===== src/rtl/reflet_boot_ctrl.sv =====
// Boot and run sequencer for the Reflet CPU: copies the boot ROM image into RAM
// with the CPU held in reset, then passes the CPU bus through until quit/restart.
module reflet_boot_ctrl #(
  parameter int unsigned wordsize        = 16,
  parameter int unsigned rom_words       = 256,
  parameter int unsigned load_base       = 0,
  parameter int unsigned restart_on_quit = 0,
  localparam int unsigned ROM_AW = (rom_words > 1) ? $clog2(rom_words) : 1
) (
  input  logic                clk,
  input  logic                reset,
  output logic [ROM_AW-1:0]   rom_addr,
  input  logic [wordsize-1:0] rom_data,
  input  logic [wordsize-1:0] cpu_addr,
  input  logic [wordsize-1:0] cpu_data_out,
  input  logic                cpu_write_en,
  input  logic                cpu_quit,
  output logic [wordsize-1:0] cpu_data_in,
  output logic                cpu_reset,
  output logic [wordsize-1:0] ram_addr,
  output logic [wordsize-1:0] ram_data_out,
  output logic                ram_write_en,
  input  logic [wordsize-1:0] ram_data_in,
  input  logic                restart,
  output logic                running,
  output logic                load_busy
);

  localparam int unsigned KW    = $clog2(rom_words + 1);
  localparam int unsigned BYTES = wordsize / 8;

  localparam logic [KW-1:0]       K_LAST   = KW'(rom_words);
  localparam logic [ROM_AW-1:0]   ROM_LAST = ROM_AW'(rom_words - 1);
  localparam logic [wordsize-1:0] BASE     = wordsize'(load_base);
  localparam logic [wordsize-1:0] STRIDE   = wordsize'(BYTES);

  localparam logic [1:0] IDLE = 2'd0;
  localparam logic [1:0] LOAD = 2'd1;
  localparam logic [1:0] RUN  = 2'd2;
  localparam logic [1:0] HALT = 2'd3;

  logic [1:0]          state;
  logic [1:0]          state_nxt;
  logic [KW-1:0]       k;
  logic [KW-1:0]       k_nxt;
  logic [wordsize-1:0] load_offset;

  // State and load counter
  always_ff @(posedge clk or negedge reset) begin
    if (!reset) begin
      state <= IDLE;
      k     <= '0;
    end else begin
      state <= state_nxt;
      k     <= k_nxt;
    end
  end

  // Next state; every entry into LOAD restarts the copy from word 0
  always_comb begin
    state_nxt = state;
    k_nxt     = k;
    case (state)
      IDLE: begin
        state_nxt = LOAD;
        k_nxt     = '0;
      end
      LOAD: begin
        if (k == K_LAST) begin
          state_nxt = RUN;
          k_nxt     = '0;
        end else begin
          k_nxt = k + KW'(1);
        end
      end
      RUN: begin
        if (restart) begin
          state_nxt = LOAD;
          k_nxt     = '0;
        end else if (cpu_quit) begin
          state_nxt = HALT;
        end
      end
      HALT: begin
        if ((restart_on_quit != 0) || restart) begin
          state_nxt = LOAD;
          k_nxt     = '0;
        end
      end
      default: begin
        state_nxt = IDLE;
        k_nxt     = '0;
      end
    endcase
  end

  // Word k-1 lands in RAM on cycle k, since ROM data trails its address by one cycle
  assign load_offset = wordsize'(k - KW'(1)) * STRIDE;
  assign cpu_data_in = ram_data_in;

  // Bus steering: loader owns RAM in IDLE/LOAD, CPU in RUN/HALT
  always_comb begin
    rom_addr     = '0;
    cpu_reset    = 1'b0;
    running      = 1'b0;
    load_busy    = 1'b0;
    ram_addr     = BASE + load_offset;
    ram_data_out = rom_data;
    ram_write_en = 1'b0;
    case (state)
      LOAD: begin
        load_busy    = 1'b1;
        rom_addr     = (k == K_LAST) ? ROM_LAST : ROM_AW'(k);
        ram_write_en = (k != '0);
      end
      RUN: begin
        cpu_reset    = 1'b1;
        running      = 1'b1;
        ram_addr     = cpu_addr;
        ram_data_out = cpu_data_out;
        ram_write_en = cpu_write_en;
      end
      HALT: begin
        cpu_reset    = 1'b1;
        ram_addr     = cpu_addr;
        ram_data_out = cpu_data_out;
      end
      default: begin
      end
    endcase
  end

endmodule


===== config.mk =====
export PLATFORM = sky130hd
export DESIGN_NAME = reflet_boot_ctrl
export DESIGN_NICKNAME = d
export VERILOG_FILES = /design/src/rtl/reflet_boot_ctrl.sv
export SDC_FILE = /design/constraint.sdc
export NUM_CORES = 1
export LEC_CHECK = 0
export CELL_PAD_IN_SITES_DETAIL_PLACEMENT = 1
export CELL_PAD_IN_SITES_GLOBAL_PLACEMENT = 1
export CORE_MARGIN = 1
export CORE_UTILIZATION = 19
export DETAILED_ROUTE_END_ITERATION = 7
export GPL_TIMING_DRIVEN = 0
export PLACE_DENSITY = 0.87
export SLEW_MARGIN = 20
export SYNTH_ARGS = -nofsm -noshare
export SYNTH_HDL_FRONTEND = slang
export SYNTH_SLANG_ARGS = --single-unit

===== constraint.sdc =====
create_clock -name clk -period 2.9 [get_ports clk]
set_input_delay 0.29 -clock clk [delete_from_list [all_inputs] [get_ports clk]]
set_output_delay 0.29 -clock clk [all_outputs]
set_load 0.02 [all_outputs]

**Word-level counts from Yosys, hierarchy flattened**

Cells that the tools add are included.

- Bits in registers: 11
- Bits in latches: 0
- RAM bits: 0
- Memory bits (read-only): 0
- Input port bits: 69
- Output and inout bits: 60
- Word-level logic and storage cells: 32
- Memories kept: 0

- Add/subtract/negate cells: 2
- Multiply operators: 0
- Div/mod/pow operators: 0
- Magnitude comparators: 0
- Equality and inequality tests: 8
- Shifts and indexed selects: 0
- Muxes and demuxes: 16
- Bitwise operators: 0
- Reduce and logical (&&, ||, !) cells: 4

Operators by type and width:

| cell | count |
|---|---|
| 2-to-1 mux 16 bit | 2 |
| case mux 9 bit (3 select lines) | 1 |
| 2-to-1 mux 9 bit | 2 |
| 2-to-1 mux 8 bit | 2 |
| subtractor 9 x 1 -> 10 bit, second input constant | 1 |
| adder 9 x 1 -> 9 bit, second input constant | 1 |
| equality test 9 bit, second input constant | 1 |
| nonzero test 9 bit | 1 |
| 2-to-1 mux 2 bit | 4 |
| case mux 2 bit (4 select lines) | 1 |
| equality test 2 bit, second input constant | 2 |
| != test 2 bit, second input constant | 2 |
| 2-to-1 mux 1 bit | 3 |
| != test 3 bit, second input constant | 1 |
| AND reduction 3 bit | 1 |
| equality test 2 x 1 -> 1 bit, second input constant | 1 |
| logical NOT 2 bit | 1 |
| != test 2 x 1 -> 1 bit, second input constant | 1 |
| case mux 1 bit (2 select lines) | 1 |
| OR reduction 2 bit | 1 |

**Logic depth before layout (Yosys ltp)**

Gate-level depths: netlist of the first run.

- Word-level depth: 3
- Depth in mapped cells: 8

**Worst setup path after synthesis of the first run**

OpenSTA, ideal clock, no wires.

- Kind: reg2out
- Start point: reg k[3]
- End point: out ram_addr[8]
- Arrival: 2.074 ns
- Slack: 0.536 ns
- Stages on the path, launching flop included: 6
- Cells stage by stage: dfrtp_1 > buf_6 > or4_4 > or4_4 > xor2_1 > o21ai_0

- Longest elaborated chain between the ends: 2

Ends and longest elaborated chain:

| item | RTL line | RTL |
|---|---|---|
| start, declared | 44 | `logic [KW-1:0] k;` |
| start signal, assigned | 55 | `k <= k_nxt;` |
| subtractor 9 x 1 -> 10 bit | 98 | `assign load_offset = wordsize'(k - KW'(1)) * STRIDE;` |
| 2-to-1 mux 16 bit | 110 | `case (state)` |
| end, declared | 20 | `output logic [wordsize-1:0] ram_addr,` |

No other way between the ends.

**Final worst setup path of the first run**

- Start point: reg k[0]
- End point: out ram_addr[13]

Same word-level chain as after synthesis.

==> results of run 1 <==
-- power by group through the flow --
stage               registers [uW]  logic (uW)  clock network (uW)
global placement               214        1280                   0
finish                         215        1180                 154
detailed placement             217        1300                   0
global route                   221        1280                 164
floorplan                      206         699                   0
CTS                            216        1200                 157
-- layout by cell type (no fill, tap or decap), types with 2 or more instances in the layout --
cell             count
a21boi_0             2
a21o_1               6
a21oi_1              6
a31oi_1              2
buf_2                5
buf_4               17
buf_6                2
clkbuf_1             3
clkbuf_2             6
clkbuf_8             3
clkdlybuf4s50_1     97
dfrtp_1             10
dlygate4sd2_1       14
ha_1                 7
inv_1                5
mux2i_1              3
nand2_1             65
nand3_1              7
nand4_1              3
nor2_1               9
nor3_1               3
o21a_1               6
o21ai_0             11
o31ai_1              2
or4_4                2
xnor2_1              3
xor2_1               5
-- registers in the layout, summed over array words and instances, names as in the netlist --
name / count
k: 9
state: 2
-- cells by family after synthesis --
family,share of synthesized area
AND/OR/NAND/NOR,0.328
buffers and inverters,0.160
adder cells (fa/ha/maj),0.0629
multiplexers,0.0216
flip-flops,0.198
AO/OA/AOI/OAI,0.179
XOR/XNOR,0.0504
-- critical path: stages, from the launching register on --
cell and delay (ns):
dfrtp_2 0.46, or4_4 0.57, or4_4 0.46, nor4_4 0.14
buf_4 0.18, a21o_1 0.09, dlygate4sd2_1 0.34
-- final cells by class --
class,count,area share
multi-input combinational,156,0.335
inverter,6,0.00840
clock buffer,4,0.0168
sequential,11,0.103
tap,96,0.0448
buffer,31,0.0765
timing repair buffer,113,0.415
-- per-layer routing --
| layer | vias up | wire length (um) | global-route usage |
|---|---|---|---|
| met5 | - | 0 | 0 |
| met2 | 85 | 2600 | 0.251 |
| li1 | 897 | - | - |
| met1 | 794 | 2260 | 0.151 |
| met4 | 0 | 100 | 0.0462 |
| met3 | 10 | 467 | 0.0217 |
-- timing repair --
item / in CTS / in global routing
pin swaps: 1 / 0
endpoints found under the setup margin: 33 / 26
setup buffers: 1 / 0
gates resized for setup: 22 / 6
gates cloned: 0 / 0
-- worst paths after layout --
check                      cells after the start            to  startpoint  slack (ns)
hold reg to reg                                1          k[0]        k[0]        0.59
min in group clk                               1          k[0]        k[0]        0.59
max in group asynchronous                      1          k[0]       reset        2.11
setup / recovery                               6  ram_addr[13]        k[0]        0.14
hold / removal                                 1          k[4]       reset        0.41
setup reg to reg                               7          k[6]    state[0]        0.83
-- stage by stage --
step / setup TNS (ns) / area [um2]
finish: 0 / 2680
floorplan: 0 / 1390
detailed placement: -0.852 / 2630
global placement: -0.321 / 2630
CTS: 0 / 2680
global route: 0 / 2680
==> results.tsv, run 1 <==
metric	value	unit
synth_flop_cell	dfrtp_1	
fillers	854	
core	6940	um2
synth_edf_count	0	
synth.area.top_cells	dfrtp_1 20%, nand2_1 18%, buf_4 8.6%	
fin_ws	0.139	ns
grt_overflow	0	
htreeDepth	1	
multi_input_comb_area	900	um2
dp_hpwl	4570	um
pwr-share-seq	0.139	
fmax	362	MHz
grt_pass1_vias	1749	
synth_cells	205	
p_sw	745	uW
yosys_warnings	0	
clockBufferDepth	2	
end_kind	output port	
seqCellArea	277	um2
synthesis.nets	281	
synth_top_cell_by_area	dfrtp_1	
setup.worst_path.class	flip-flop to output port	
gp_congestion	0.776	
die_y	87.6	um
tightest_slew	0.534	ns
fin_crit_sh	0.952	
die_w	87.6	um
synth_area	1390	um2
ios	129	
drtIter0Drc	19	
avgSynthCellArea	6.79	um2
wl	5430	um
status	complete, no violations	
yosysSeqAreaShare	0.198	
ir_worst_vdd	0.324	mV
power.share.switching	0.480	
syn_to_final_growth	92.8	%
drv_cap	0	
finalNetCount	398	
drc	0	
internal_power	807	uW
vias_per_cell	4.28	
fp-row-count	30	
synth_common_cells	65 x nand2_1, 16 x buf_4, 12 x o21ai_0	
yosysUniqueCellTypes	38	
slew_headroom	0.643	
dp_cells	413	
diodes	0	
cts_sinks	11	
grt_pass1_wl	8080	um
path_max_fanout	9	
port_buffers	112	
power.total	1550	uW
final_util	0.386	
ant_nets	0	
num_vias	1786	
synth.most_common_cell	nand2_1	
power_frac_clock	0.099	
required	2.61	ns
path_clk_slew	0.05	ns
holdCritPathClass	primary input to asynchronous set/reset pin	
dp_slack	-0.226	ns
clk_latency	0.24	ns
ctsRootBufferMaster	clkbuf_8	
async_flop_share	1.00	
grt_use_total	0.133	
power-per-cell-area	579	nW/um2
critPathLaunchType	flip-flop	
synth.top_cell.area_share	0.198	
finClkSkew	0.00266	ns
die_area	7670	um2
grt_max_degree	12	
drt_pass1_iterations	4	
drive_gt1_frac	0.134	
finalSetupViolCount	0	
fin_cells	417	
cp.arrival	2.47	ns
rsz0062_at_grt	false	
p_leak	0.00120	uW
ys_ff_latch	11	
slew_viol_final	0	
antenna_found_initial	0	
initial_core_util	0.200	
cts_tree	yes	
wl_per_cell	13.0	um
fin_crit	2.76	ns
cts_buffers	3	
holdWs	0.405	ns
hold_viol_final	0	
combPwrFrac	0.762	
cts_hold_buf	0	
Note: power is estimated with default switching activity, not from simulation.
==> run 2: changes to the inputs <==
==> config.mk (replaced) <==
export PLATFORM = sky130hd
export DESIGN_NAME = reflet_boot_ctrl
export DESIGN_NICKNAME = d
export VERILOG_FILES = /design/src/rtl/reflet_boot_ctrl.sv
export SDC_FILE = /design/constraint.sdc
export NUM_CORES = 1
export LEC_CHECK = 0
export CORE_MARGIN = 1
export CORE_UTILIZATION = 31
export DETAILED_ROUTE_END_ITERATION = 7
export GPL_TIMING_DRIVEN = 0
export PLACE_DENSITY = 0.89
export SLEW_MARGIN = 20
export SYNTH_ARGS = -nofsm -noshare
export SYNTH_HDL_FRONTEND = slang
export SYNTH_SLANG_ARGS = --single-unit
==> results.tsv, run 2 (synthesis gave the netlist of run 1 again) <==
metric	value	unit	change
hold_viol_final	0		unchanged
fin_cells	372		-11%
drv_cap	0		unchanged
met3_usage	0.0395		+0.0178
required	2.61	ns	about the same
ir_worst_vdd	0.357	mV	+10%
setup.worst_path.class	flip-flop to output port		
reg2reg_to	k[6]		
p_leak	0.00122	uW	+1.8%
rr_startpoint	state[0]		
ctsRootBufferMaster	clkbuf_8		
cts_tree	yes		
critPathLaunchType	flip-flop		
path_clk_slew	0.05	ns	about the same
die_area	4760	um2	-38%
grt_overflow	0		unchanged
htreeDepth	1		unchanged
grt_max_degree	12		unchanged
combPwrFrac	0.758		-0.004
syn_to_final_growth	89.7	%	
diodes	0		unchanged
wl_per_cell	13.2	um	+1.0%
port_buffers	112		unchanged
power-per-cell-area	591	nW/um2	+2.2%
die_w	69.0	um	-21%
cp.arrival	2.49	ns	+0.02 ns
cts_buffers	3		unchanged
num_vias	1783		-0.17%
core	4140	um2	-40%
top_register	k		
power_frac_clock	0.104		+0.005
grt_util_met1	0.205		+0.0540
die_y	69.0	um	-21%
final_common_cell	clkdlybuf4s50_1		
layout_common_cells	97 x clkdlybuf4s50_1, 65 x nand2_1, 17 x buf_4		
grt.busiest_layer	met2		
ant_nets	0		unchanged
finalNetCount	399		+0.25%
fmax	360	MHz	-0.63%
dp_cells	367		-11%
drc	0		unchanged
path_max_fanout	9		unchanged
pwr-share-seq	0.138		about the same
grt_use_total	0.198		+0.0646
ios	129		unchanged
power.total	1560	uW	+0.56%
drt_pass1_iterations	4		unchanged
holdCritPathClass	primary input to asynchronous set/reset pin		
fin_crit	2.78	ns	+0.0176 ns
grt_pass1_vias	1548		-11%
clk_latency	0.25	ns	about the same
fp-row-count	23		-23%
status	complete, no violations		
p_sw	736	uW	-1.3%
fin_crit_sh	0.958		+0.00608
power.share.switching	0.471		-0.00879
slew_viol_final	0		unchanged
cp-endpoint	ram_addr[10]		
gp_congestion	0.777		+0.13%
cts_hold_buf	0		unchanged
r2r_cells	7		unchanged
wl	4890	um	-9.9%
initial_core_util	0.336		+0.135
slew_headroom	0.638		-0.00476
grt_util_met2	0.382		+0.132
vias_per_cell	4.79		+12%
finClkSkew	0.00155	ns	-0.00111 ns
internal_power	826	uW	+2.3%
dp_hpwl	3990	um	-13%
design_area	2640	um2	-1.6%
holdWs	0.394	ns	-0.0109 ns
rsz0062_at_grt	false		
finalSetupViolCount	0		unchanged
grt_pass1_wl	6980	um	-14%
tightest_slew	0.541	ns	+0.00712 ns
largest_reg_flops	9		unchanged
crit_start	k[0]		
largestRegisters	k x9, state x2		
drtIter0Drc	40		+21
fin_setup_tns	0	ns	unchanged
antenna_found_initial	0		unchanged
dpl_cell_area	2570	um2	-2.2%
clockBufferDepth	2		unchanged
drive_gt1_frac	0.134		-0.000416
reg2reg_slack	0.86	ns	+0.03 ns
cts_sinks	11		unchanged
end_kind	output port		
-- run 2: cell types whose count changed in the layout (fill, tap and decap cells not counted) --
cell | before | now
buf_2 | 5 | 3
dlymetal6s2s_1 | 1 | 4
clkbuf_1 | 3 | 4
o21ai_1 | 1 | 0
o21ai_0 | 11 | 12
clkbuf_2 | 6 | 8
dlygate4sd2_1 | 14 | 11
-- run 2: repair_timing --
item                                    in CTS  in global routing
pin swaps                                    1                  0
gates cloned                                 0                  0
setup buffers                                1                  0
endpoints found under the setup margin      31                 29
resized for setup                           17                  9
-- run 2: worst min-delay path by stage --
stage / endpoint / depth (start not counted) / slack [ns] / from
6_report: k[4] / 1 / 0.39 / reset
5_1_grt: state[1] / 1 / 0.44 / reset
4_1_cts: k[4] / 1 / 0.41 / reset
3_5_place_dp: k[3] / 3 / 0.59 / k[3]
3_3_place_gp: k[3] / 3 / 0.58 / k[3]
2_1_floorplan: k[0] / 0 / -0.006 / reset
-- run 2: per-layer routing --
layer	wire, um	vias to the layer above
li1	-	898
met1	1800	800
met2	2510	78
met3	500	7
met4	80	0
met5	0	-
-- run 2: worst max-delay path, stage by stage, from the launching register on --
cell	delay (ns)
dfrtp_2	0.47
or4_4	0.57
or4_4	0.46
nor4_4	0.14
buf_4	0.18
a21o_1	0.09
dlygate4sd2_1	0.33
-- run 2: power groups by stage --
stage	Clock, uW	Combinational, uW	Sequential [uW]
2_1_floorplan	0	699	206
3_3_place_gp	0	1250	213
3_5_place_dp	0	1270	217
4_1_cts	164	1200	216
5_1_grt	170	1290	221
6_report	163	1180	216
-- run 2: per-stage QoR --
| stage | util | worst slack (ns) |
|---|---|---|
| after floorplan | - | 0.536 |
| after detailed placement | 0.621 | -0.0536 |
| after CTS | 0.633 | 0.0616 |
| final | 0.637 | 0.121 |
| after global placement | 0.621 | -0.0217 |
| after global routing | 0.637 | 0.00914 |
-- run 2: area by class of cell --
class                           count  area [um2]
Fill cell                         371        1500
Multi-Input combinational cell    156         900
Buffer                             32         209
Clock buffer                        4        45.0
Sequential cell                    11         277
Timing Repair Buffer              113        1120
Inverter                            6        22.5
Tap cell                           50        62.6
==> run 3: changes to the inputs <==
--- a/config.mk
+++ b/config.mk
@@ -5,11 +5,13 @@
 export SDC_FILE = /design/constraint.sdc
 export NUM_CORES = 1
 export LEC_CHECK = 0
+export ABC_AREA = 1
 export CORE_MARGIN = 1
-export CORE_UTILIZATION = 31
+export CORE_UTILIZATION = 32
+export CTS_CLUSTER_SIZE = 12
 export DETAILED_ROUTE_END_ITERATION = 7
 export GPL_TIMING_DRIVEN = 0
-export PLACE_DENSITY = 0.89
+export PLACE_DENSITY = 0.9
 export SLEW_MARGIN = 20
 export SYNTH_ARGS = -nofsm -noshare
 export SYNTH_HDL_FRONTEND = slang
==> results.tsv, run 3 <==
metric	value	unit	change
seqCellArea	275	um2	-0.45%
drive_gt1_frac	0.109		-0.0243
grt.busiest_layer	met2		
cts_resized	0		-17
synthXorXnorAreaFrac	0.0122		-0.0381
async_flop_share	1.00		unchanged
vias_per_cell	4.76		-0.75%
required	2.61	ns	about the same
met3_usage	0.0395		unchanged
yosysSeqAreaShare	0.192		-0.00537
die_w	68.9	um	-0.21%
initial_core_util	0.345		+0.00936
yosys_warnings	0		unchanged
internal_power	367	uW	-56%
rr_startpoint	k[0]		
cpMostUsedCell	nand2_1		
slew_viol_final	0		unchanged
final_common_cell	nand2_1		
p_leak	0.00138	uW	+12%
reg2reg_to	k[2]		
synth_top_family_by_area	simple AND/OR/NAND/NOR gates		
largest_reg_flops	9		unchanged
synth_top_cell_by_area	nand2_1		
end_kind	output port		
path_clk_slew	0.05	ns	about the same
setup.worst_path.class	flip-flop to output port		
htreeDepth	1		unchanged
cp.arrival	2.36	ns	-0.13 ns
wl	5120	um	+4.6%
syn_to_final_growth	87.1	%	
synth_cells	250		+22%
synthesis.nets	326		+16%
fin_setup_tns	0	ns	unchanged
synth_common_cells	112 x nand2_1, 19 x nand3_1, 18 x nor2_1		
power.total	487	uW	-69%
path_cells	inv_1, ha_1, nor2_2, buf_4, nand2_1, nor3_2, nand3_2, nand2_1, clkdlybuf4s50_1		
fmax	377	MHz	+4.7%
ir_worst_vdd	0.184	mV	-49%
critical-path-max-stage-delay	0.60	ns	+0.03 ns
fp-row-count	23		unchanged
yosysUniqueCellTypes	26		-32%
finalNetCount	443		+11%
grt_overflow	0		unchanged
grt_max_degree	12		unchanged
path_max_fanout	10		+1
finClkSkew	0.00214	ns	+0.000594 ns
wl_per_cell	12.3	um	-6.4%
num_vias	1979		+11%
combPwrFrac	0.361		-0.397
grt_use_total	0.203		+0.00528
fillers	350		-5.7%
r2r_cells	8		+1
final_util	0.646		+0.00876
synth.area.top_cells	nand2_1 29%, dfrtp_1 19%, buf_4 8.9%		
hold_viol_final	0		unchanged
synth_area	1430	um2	+2.8%
drv_cap	0		unchanged
ant_nets	0		unchanged
largestRegisters	k x9, state x2		
post_cts_buffers	0		-1
drc	0		unchanged
die_y	68.9	um	-0.21%
status	complete, no violations		
synth_compound_area_frac	0.0840		-0.0950
fin_crit	2.65	ns	-0.124 ns
finalSetupViolCount	0		unchanged
grt_pass1_vias	1661		+7.3%
rsz0062_at_grt	false		
synth_mux_area_frac	0		-0.0216
fin_cells	416		+12%
core	4140	um2	unchanged
pwr-share-seq	0.316		+0.178
synth.top_cell.area_share	0.294		+0.0961
tightest_slew	0.494	ns	-0.0480 ns
ys_ff_latch	11		unchanged
ctsRootBufferMaster	clkbuf_8		
cts_tree	yes		
cts_hold_buf	0		unchanged
drt_pass1_iterations	4		unchanged
dp_cells	412		+12%
grt_util_met2	0.392		+0.00971
synth_edf_count	0		unchanged
synth_adder_area_share	0.0612		-0.00171
diodes	0		unchanged
fin_crit_sh	0.915		-0.0427
clockBufferDepth	2		unchanged
cts_sinks	11		unchanged
reg2reg_slack	1.25	ns	+0.39 ns
die_area	4740	um2	-0.42%
power.share.switching	0.245		-0.226
ios	129		unchanged
critPathLaunchType	flip-flop		
path_delay_family	buffers and inverters		
drtIter0Drc	69		+73%
clk_latency	0.24	ns	about the same
gp_congestion	0.893		+15%
dp_hpwl	4260	um	+6.6%
avgSynthCellArea	5.72	um2	-16%
slew_headroom	0.670		+0.0321
holdCritPathClass	primary input to asynchronous set/reset pin		
grt_pass1_wl	7310	um	+4.7%
power-per-cell-area	182	nW/um2	-69%
yosys.area_share.simple	0.473		+0.145
top_register	k		
cts_buffers	3		unchanged
critPathBufInv	3		+1
power_frac_clock	0.323		+0.219
layout_common_cells	112 x nand2_1, 109 x clkdlybuf4s50_1, 18 x nor2_1, 18 x nand3_1, 17 x buf_4		
cp_slowest_cell	clkdlybuf4s50_1		
holdWs	0.385	ns	-0.00964 ns
synth_flop_cell	dfrtp_1		
synth.most_common_cell	nand2_1		
p_sw	119	uW	-84%
multi_input_comb_area	912	um2	+1.4%
antenna_found_initial	0		unchanged
grt_util_met1	0.214		+0.00838
port_buffers	112		unchanged
## run 3: how the worst max path moves through the flow
stage	start	end	slack (ns)	depth (start not counted)
finish	state[0]	ram_addr[15]	0.25	9
global route	state[0]	ram_addr[15]	0.06	9
CTS	state[0]	ram_addr[15]	0.09	9
detailed placement	state[0]	ram_addr[15]	0.36	9
global placement	state[0]	ram_addr[15]	0.37	9
floorplan	state[0]	ram_addr[2]	0.98	6
## run 3: cell type report
type	count	share of cell area
well taps	50	0.0234
repair buffers	112	0.422
inverters	22	0.0309
clock buffers	4	0.0168
plain buffers	25	0.0636
multi-input cells	192	0.341
flip-flops and latches	11	0.103
## run 3: stage by stage
stage | area (um2) | setup slack, ns
after detailed placement | 2610 | 0.355
after CTS | 2660 | 0.0910
final | 2680 | 0.245
after floorplan | 1430 | 0.983
after global routing | 2680 | 0.0621
after global placement | 2610 | 0.371
## run 3: kinds of logic after synthesis
logic type,after synthesis
compound gates,21
fa+ha+maj,7
buf+inv,47
xor+xnor,2
flops,11
simple gates,162
## run 3: layer usage
metal | share of wire | wire length [um]
met1 | 0.37 | 1880
met2 | 0.52 | 2660
met3 | 0.096 | 493
met4 | 0.016 | 80
met5 | 0 | 0
## run 3: power by group through the flow
| stage | combinational (uW) | clock, uW | sequential, uW |
|---|---|---|---|
| 2_1_floorplan | 58.6 | 0 | 156 |
| 3_3_place_gp | 175 | 0 | 156 |
| 3_5_place_dp | 176 | 0 | 156 |
| 4_1_cts | 177 | 156 | 154 |
| 5_1_grt | 188 | 163 | 154 |
| 6_report | 176 | 157 | 154 |
